===== src/rtl/branch_resolve_unit.sv =====
// branch_resolve_unit
//
// Registered branch resolution stage for the 32-bit datapath. Accepts one branch per cycle
// and resolves beq/bne/bgt/ble/jump from the ALU compare flags. Computes the sign-extended,
// word-shifted target. Returns the next PC through a valid/ready output register.
// Keeps a per-index 2-bit saturating prediction table (PHT) and two saturating statistics
// counters. Flags mispredicted conditional branches.
//
// Ports:
//   clk, reset        clock; synchronous active-low reset
//   in_valid/in_ready input handshake (in_ready = !out_valid || out_ready)
//   branch_op         000 beq, 001 bne, 010 bgt, 011 ble, 100 jump, others illegal
//   pc_plus4, offset  branch PC + 4 and signed word offset
//   gt, lt, et        ALU compare flags
//   flush             drops the pending result and any same-cycle input
//   out_valid/out_ready, next_pc, taken, mispredict, illegal   registered result
//   br_count, mp_count  accepted / mispredicted conditional branches, saturating
module branch_resolve_unit #(
  parameter int unsigned DATA_W    = 32,
  parameter int unsigned OFFSET_W  = 16,
  parameter int unsigned PHT_IDX_W = 4,
  parameter int unsigned CNT_W     = 16
) (
  input  logic                clk,
  input  logic                reset,
  input  logic                in_valid,
  output logic                in_ready,
  input  logic [2:0]          branch_op,
  input  logic [DATA_W-1:0]   pc_plus4,
  input  logic [OFFSET_W-1:0] offset,
  input  logic                gt,
  input  logic                lt,
  input  logic                et,
  input  logic                flush,
  output logic                out_valid,
  input  logic                out_ready,
  output logic [DATA_W-1:0]   next_pc,
  output logic                taken,
  output logic                mispredict,
  output logic                illegal,
  output logic [CNT_W-1:0]    br_count,
  output logic [CNT_W-1:0]    mp_count
);

  localparam int unsigned PhtEntries = 1 << PHT_IDX_W;

  localparam logic [2:0] OpBeq  = 3'b000;
  localparam logic [2:0] OpBne  = 3'b001;
  localparam logic [2:0] OpBgt  = 3'b010;
  localparam logic [2:0] OpBle  = 3'b011;
  localparam logic [2:0] OpJump = 3'b100;

  // State
  logic                          out_valid_q, out_valid_d;
  logic [DATA_W-1:0]             next_pc_q, next_pc_d;
  logic                          taken_q, taken_d;
  logic                          mispredict_q, mispredict_d;
  logic                          illegal_q, illegal_d;
  logic [CNT_W-1:0]              br_count_q, br_count_d;
  logic [CNT_W-1:0]              mp_count_q, mp_count_d;
  logic [PhtEntries-1:0][1:0]    pht_q, pht_d;

  // Decode / resolve
  logic                  accept;
  logic                  is_cond;
  logic                  cond_taken;
  logic                  op_illegal;
  logic [DATA_W-1:0]     off_ext;
  logic [DATA_W-1:0]     target;
  logic [PHT_IDX_W-1:0]  pht_idx;
  logic [1:0]            pht_cur;
  logic                  predict;

  assign in_ready = !out_valid_q || out_ready;
  assign accept   = in_valid && in_ready && !flush;
  assign is_cond  = (branch_op[2] == 1'b0);

  always_comb begin
    cond_taken = 1'b0;
    op_illegal = 1'b0;
    unique case (branch_op)
      OpBeq:   cond_taken = et;
      OpBne:   cond_taken = !et;
      OpBgt:   cond_taken = gt;
      OpBle:   cond_taken = lt | et;
      OpJump:  cond_taken = 1'b1;
      default: op_illegal = 1'b1;
    endcase
  end

  // Offset is in words: sign-extend to full width, then scale by 4. Sum wraps modulo 2^DATA_W.
  assign off_ext = {{(DATA_W-OFFSET_W){offset[OFFSET_W-1]}}, offset};
  assign target  = pc_plus4 + (off_ext << 2);

  assign pht_idx = pc_plus4[PHT_IDX_W+1:2];
  assign pht_cur = pht_q[pht_idx];
  assign predict = pht_cur[1];

  // PHT and statistics only move for accepted conditional branches.
  always_comb begin
    pht_d      = pht_q;
    br_count_d = br_count_q;
    mp_count_d = mp_count_q;
    if (accept && is_cond) begin
      if (cond_taken) begin
        if (pht_cur != 2'd3) pht_d[pht_idx] = pht_cur + 2'd1;
      end else begin
        if (pht_cur != 2'd0) pht_d[pht_idx] = pht_cur - 2'd1;
      end
      if (br_count_q != {CNT_W{1'b1}}) br_count_d = br_count_q + CNT_W'(1);
      if ((predict != cond_taken) && (mp_count_q != {CNT_W{1'b1}})) begin
        mp_count_d = mp_count_q + CNT_W'(1);
      end
    end
  end

  // Result register: flush kills, accept loads (also on a same-cycle drain), drain clears.
  always_comb begin
    out_valid_d  = out_valid_q;
    next_pc_d    = next_pc_q;
    taken_d      = taken_q;
    mispredict_d = mispredict_q;
    illegal_d    = illegal_q;
    if (flush) begin
      out_valid_d = 1'b0;
    end else if (accept) begin
      out_valid_d  = 1'b1;
      taken_d      = cond_taken;
      next_pc_d    = cond_taken ? target : pc_plus4;
      mispredict_d = is_cond && (predict != cond_taken);
      illegal_d    = op_illegal;
    end else if (out_valid_q && out_ready) begin
      out_valid_d = 1'b0;
    end
  end

  always_ff @(posedge clk) begin
    if (!reset) begin
      out_valid_q  <= 1'b0;
      next_pc_q    <= '0;
      taken_q      <= 1'b0;
      mispredict_q <= 1'b0;
      illegal_q    <= 1'b0;
      br_count_q   <= '0;
      mp_count_q   <= '0;
      for (int i = 0; i < PhtEntries; i++) pht_q[i] <= 2'b01;
    end else begin
      out_valid_q  <= out_valid_d;
      next_pc_q    <= next_pc_d;
      taken_q      <= taken_d;
      mispredict_q <= mispredict_d;
      illegal_q    <= illegal_d;
      br_count_q   <= br_count_d;
      mp_count_q   <= mp_count_d;
      pht_q        <= pht_d;
    end
  end

  assign out_valid  = out_valid_q;
  assign next_pc    = next_pc_q;
  assign taken      = taken_q;
  assign mispredict = mispredict_q;
  assign illegal    = illegal_q;
  assign br_count   = br_count_q;
  assign mp_count   = mp_count_q;

endmodule


===== config.mk =====
export PLATFORM = sky130hd
export DESIGN_NAME = branch_resolve_unit
export DESIGN_NICKNAME = d
export VERILOG_FILES = /design/src/rtl/branch_resolve_unit.sv
export SDC_FILE = /design/constraint.sdc
export NUM_CORES = 1
export LEC_CHECK = 0
export BUFFER_PORTS_ARGS = -buffer_cell sky130_fd_sc_hd__buf_2
export CAP_MARGIN = 20
export CORE_MARGIN = 4
export CORE_UTILIZATION = 60
export DETAILED_ROUTE_END_ITERATION = 8
export PLACE_DENSITY = 0.94
export SLEW_MARGIN = 20
export SYNTH_ARGS = -nofsm -noshare
export SYNTH_HDL_FRONTEND = slang
export SYNTH_SLANG_ARGS = --single-unit

===== constraint.sdc =====
create_clock -name clk -period 9.02 [get_ports clk]
set_input_delay 0.451 -clock clk [delete_from_list [all_inputs] [get_ports clk]]
set_output_delay 0.451 -clock clk [all_outputs]
set_load 0.05 [all_outputs]

# == Word-level counts from Yosys, hierarchy flattened ==
# Index checks and enable logic that the tools add are counted.
# word_totals
regBits,100
input_bits,59
out_inout_bits,69
word_cells,78
# classes
add_sub_neg,5
n_lt_le_gt_ge,2
eq_ne,9
n_mux,14
n_bitwise,4
n_reduce_logical,21
# op_table
operator,n
2-to-1 mux 32 bit,4
bitwise mux 32 bit,2
adder 16 x 1 -> 16 bit (second input constant),2
adder 32 bit,1
inequality test 16 bit (second input constant),2
binary-select mux 2 bit (select 4 bit),1
demux 2 bit (select 4 bit),1
logical AND 1 bit,7
== test 3 x 2 -> 1 bit (second input constant),2
AND reduction 2 bit,3
nonzero test 2 bit,3
< comparator 4 x 5 -> 1 bit (second input constant),1
one-hot mux 1 bit (5 select lines),1
OR reduction 5 bit,1
greater-or-equal comparator 4 x 1 -> 1 bit (second input constant),1
2-to-1 mux 2 bit,2
== test 3 x 1 -> 1 bit (second input constant),1
== test 3 bit (second input constant),1
logical NOT 1 bit,3
logical NOT 3 bit,1
2-to-1 mux 1 bit,3
NOT 1 bit,3
AND reduction 3 bit,1
adder 2 x 1 -> 2 bit (second input constant),1
other kinds (7),7

# == Longest topological paths before layout ==
# depth
ltp_word,7
mapped_depth,13
depth_no_buf,10

# == Least setup slack after synthesis ==
# OpenSTA, ideal clock, no wires.
# synth_path
path_type,input port to flip-flop
startpoint,in pc_plus4[2]
endpoint,reg pht_q[21] (netlist name)
setup_time_ns,0.128
arrival_time_ns,3.276
required_time_ns,8.892
path_slack_ns,5.616
cell_stages,12
n_path_buf,3
path_cell_list,buf_6 > mux4_1 > mux2_2 > o21ai_0 > clkinv_1 > clkbuf_1 > ha_1 > mux2i_1 > clkbuf_1 > nand4_1 > mux2i_1 > nor2_1
# synth_via
elab_chain_len,7
word_cells_on_any_way,19
cone_classes,add/sub (2); order compare (2); eq/ne (2); mux (9); reduce/logical (4)
# synth_lines
element,line,source
"start, declared",29,"input logic [DATA_W-1:0] pc_plus4,"
< comparator 4 x 5 -> 1 bit (not written as such) or greater-or-equal comparator 4 x 1 -> 1 bit (tied branches),"106, 108",
logical AND 1 bit (not written as such),"106, 108",
2-to-1 mux 2 bit (not written as such),"106, 108",
demux 2 bit (select 4 bit),"106, 108",
"bitwise mux 32 bit, on equally long branches","108, 106",
"2-to-1 mux 32 bit, on equally long branches","108, 106",
2-to-1 mux 32 bit,105,if (cond_taken) begin
"end signal, assigned",155,pht_q <= pht_d;
"end, declared",61,"logic [PhtEntries-1:0][1:0] pht_q, pht_d;"
# Several ways; a longest one is shown, not always the timed one. The select of a mux whose other input is x is not followed.
# A chain may end at the register's enable or synchronous reset.

==> metrics <==
outcome completed; Multi-input gate area ~4100 µm²; placed cell areas about 7000 µm²; GP Congestion just over 0.9; first-pass GRT wire length approximately 27,000 µm; final period demand of the worst path ~3.4 ns; antenna viol nets, final 0; Starting Density between 60 and 70%; max-cap check violation count 0; post-synthesis sequential area ratio a little under a third; crit path kind input pin to flip-flop; WL final about 17,000 µm; most instantiated cells after synthesis 100 x dfxtp_1, 92 x nand2_1, 78 x nor2_1, 50 x a21oi_1, 46 x o21ai_0; CTS tree yes; clk buf depth 2; design area slightly above 7000 µm²; half-perimeter wire length after placement 12,150 µm; GRT overflow 0; initial antenna violation count 1; hold crit path type input pin to flip-flop; Synth area leaders dfxtp_1 32%, ha_1 6.5%, nand2_1 5.5%; Iteration-0 DRC Markers between 300 and 400; Endpoint, Worst Hold out_valid; Die ar. approximately 12,000 µm²; # DRC 0; Crit Path Max Fanout 17; area grow syn2layout 14.02%; Post-synth EDFFs 0; Die X approximately 110 µm; cells after synthesis 768; post-synth top area cell dfxtp_1; CP endpoint kind flip-flop; Top FF cell, synth dfxtp_1; Fin. Hold Viols 0; CORE AREA 10,280 µm²; Setup crit start kind input pin; Ports about 130; total negative slack 0 ns; Worst EP arrival 3.58 ns; htree depth 3; Die Ht between 100 and 150 µm; period utilization between 30 and 40%; Slew Viols, Final 0; Vias/cell roughly 6.2; Synth cell types between 60 and 70; #FFs+latches synth 100; Std-Cell Rows 37; Synth warnings 0; Reg clk slew, reported paths 0.10 ns; VDD IR max slightly above 80 µV; Port-buffer cells between 100 and 150; # Post-CTS Setup Buffers 0; Reg area 2002 µm²; Synth Area per Inst a little over 8 µm²; vias approximately 6,300; Post-Synthesis Cell Area ~6300 µm²; ys async rst share 0%; Root Buffer clkbuf_8; post-synth top area share 31.64%; hold_sp flush; cts bufs inserted 9; fillcell total 846; utilization after layout around 70%; top-count cell post-synth dfxtp_1; proportion of layout cells with a drive suffix above 1 a little under a fifth; gr usage total a little over a quarter; average wire per standard cell 16.48 µm; worst slew pin tran about 0.96 ns; CP startpoint pc_plus4[2]; clk sinks 100; Post-CTS Hold Buffers 0; net count after synthesis 861; Reg2Reg Depth 10; number of global-route vias before repair between 5,000 and 6,000; Clk Latency, worst-skew pair around 0.37 ns; worst hold stages 2; Worst Skew 0.01224 ns; R2R setup slack ~5.8 ns; number of setup violations in the final report 0; CP Data Required Time between 9 and 10 ns; power per cell area ~140 nW/µm²; fmax 295.3 MHz; Slew headroom roughly 36%; Leak about 3.2 nW; Initial DRT Pass Iterations 5; Final nets roughly 960; largest net degree at the start of global routing 53; post-cts resize count 0; unrepaired setup endpoints after global routing no
[per-stage QoR]
step / hold WS [ns] / cells / total power, mW / setup WS [ns]
final: 0.2490 / 1013 / 0.9946 / 5.633
after global routing: 0.2450 / 1013 / 1.043 / 5.313
after CTS: 0.2360 / 1012 / 0.9955 / 5.626
after detailed placement: 0.4508 / 996 / 0.7251 / 5.228
after global placement: 0.4432 / 996 / 0.7218 / 5.348
after floorplan: 0.4464 / 768 / 0.6578 / 5.616
[critical path, stage by stage]
cell,delay [ns]
buf_2,0.28
mux4_1,0.61
mux2_2,0.27
o21ai_0,0.24
clkinv_1,0.50
ha_1,0.40
mux2i_1,0.13
buf_4,0.24
nand4_1,0.19
nand2_1,0.15
o211ai_1,0.10
[power by group]
group	internal [mW]	leakage (nW)	switching (mW)
sequential	0.453	0.812	0.00653
combinational	0.0859	2.29	0.174
clock	0.106	0.0898	0.169
total	0.645	3.19	0.349
[how the worst max path moves through the flow]
stage	endpoint	slack (ns)	cells after the start
floorplan	pht_q[21]	5.62	12
global placement	pht_q[17]	5.35	11
detailed placement	pht_q[29]	5.23	11
CTS	pht_q[29]	5.63	11
global route	next_pc[26]	5.31	10
finish	flip-flop	5.63	11
[placed cells by master, fill, tap and decap left out, types with 3 or more instances in the layout]
cell,instances
and4_1,8
nand3b_1,3
a311oi_1,9
and2_1,6
nand3_1,21
mux2i_1,33
o21bai_1,5
a31oi_1,9
nor3_1,17
ha_1,33
buf_4,6
and3_1,20
inv_6,3
o21ai_0,46
or3_1,10
nor2_1,77
nand2b_1,10
a221o_1,3
or2_2,5
inv_1,9
xnor2_1,21
nor4_1,5
a21o_1,8
mux4_1,7
buf_2,127
xor2_1,13
o21a_1,4
o2111ai_1,4
a211oi_1,11
clkbuf_8,9
o211ai_1,22
a41oi_1,3
a21oi_1,50
nor2b_1,5
dfxtp_1,100
nand4_1,22
nand2_1,92
[layer usage]
metal  vias up  track usage, %  routed length (µm)
li1       3056               -                   -
met1      2918           34.45                7155
met2       289           43.65                7884
met3        22           4.367                1389
met4         0           8.785                 261
met5         -               0                   0
[final cells by class]
cell class / count / share of cell area (%)
Sequential cell: 100 / 27.75
Multi-Input combinational cell: 616 / 57.34
Timing Repair Buffer: 133 / 9.435
Clock buffer: 10 / 1.769
Inverter: 11 / 0.5723
Antenna cell: 1 / 0.03469
Clock inverter: 6 / 0.7458
Tap cell: 136 / 2.359
[kinds of logic (layout without fill, tap and decap cells)]
logic type                 after synthesis  in the layout  synth area share, %
muxes                                   43             43                9.017
and+or+nand+nor                        311            311                24.44
buffers and inverters                   52            160                3.263
xor gates and xnor gates                35             35                5.142
DFF                                    100            100                31.64
adders and majority gates               34             34                6.842
AOI/OAI and AO/OA                      193            193                19.66
other                                    0              1                    0
Note: power is estimated with default switching activity, not from simulation.
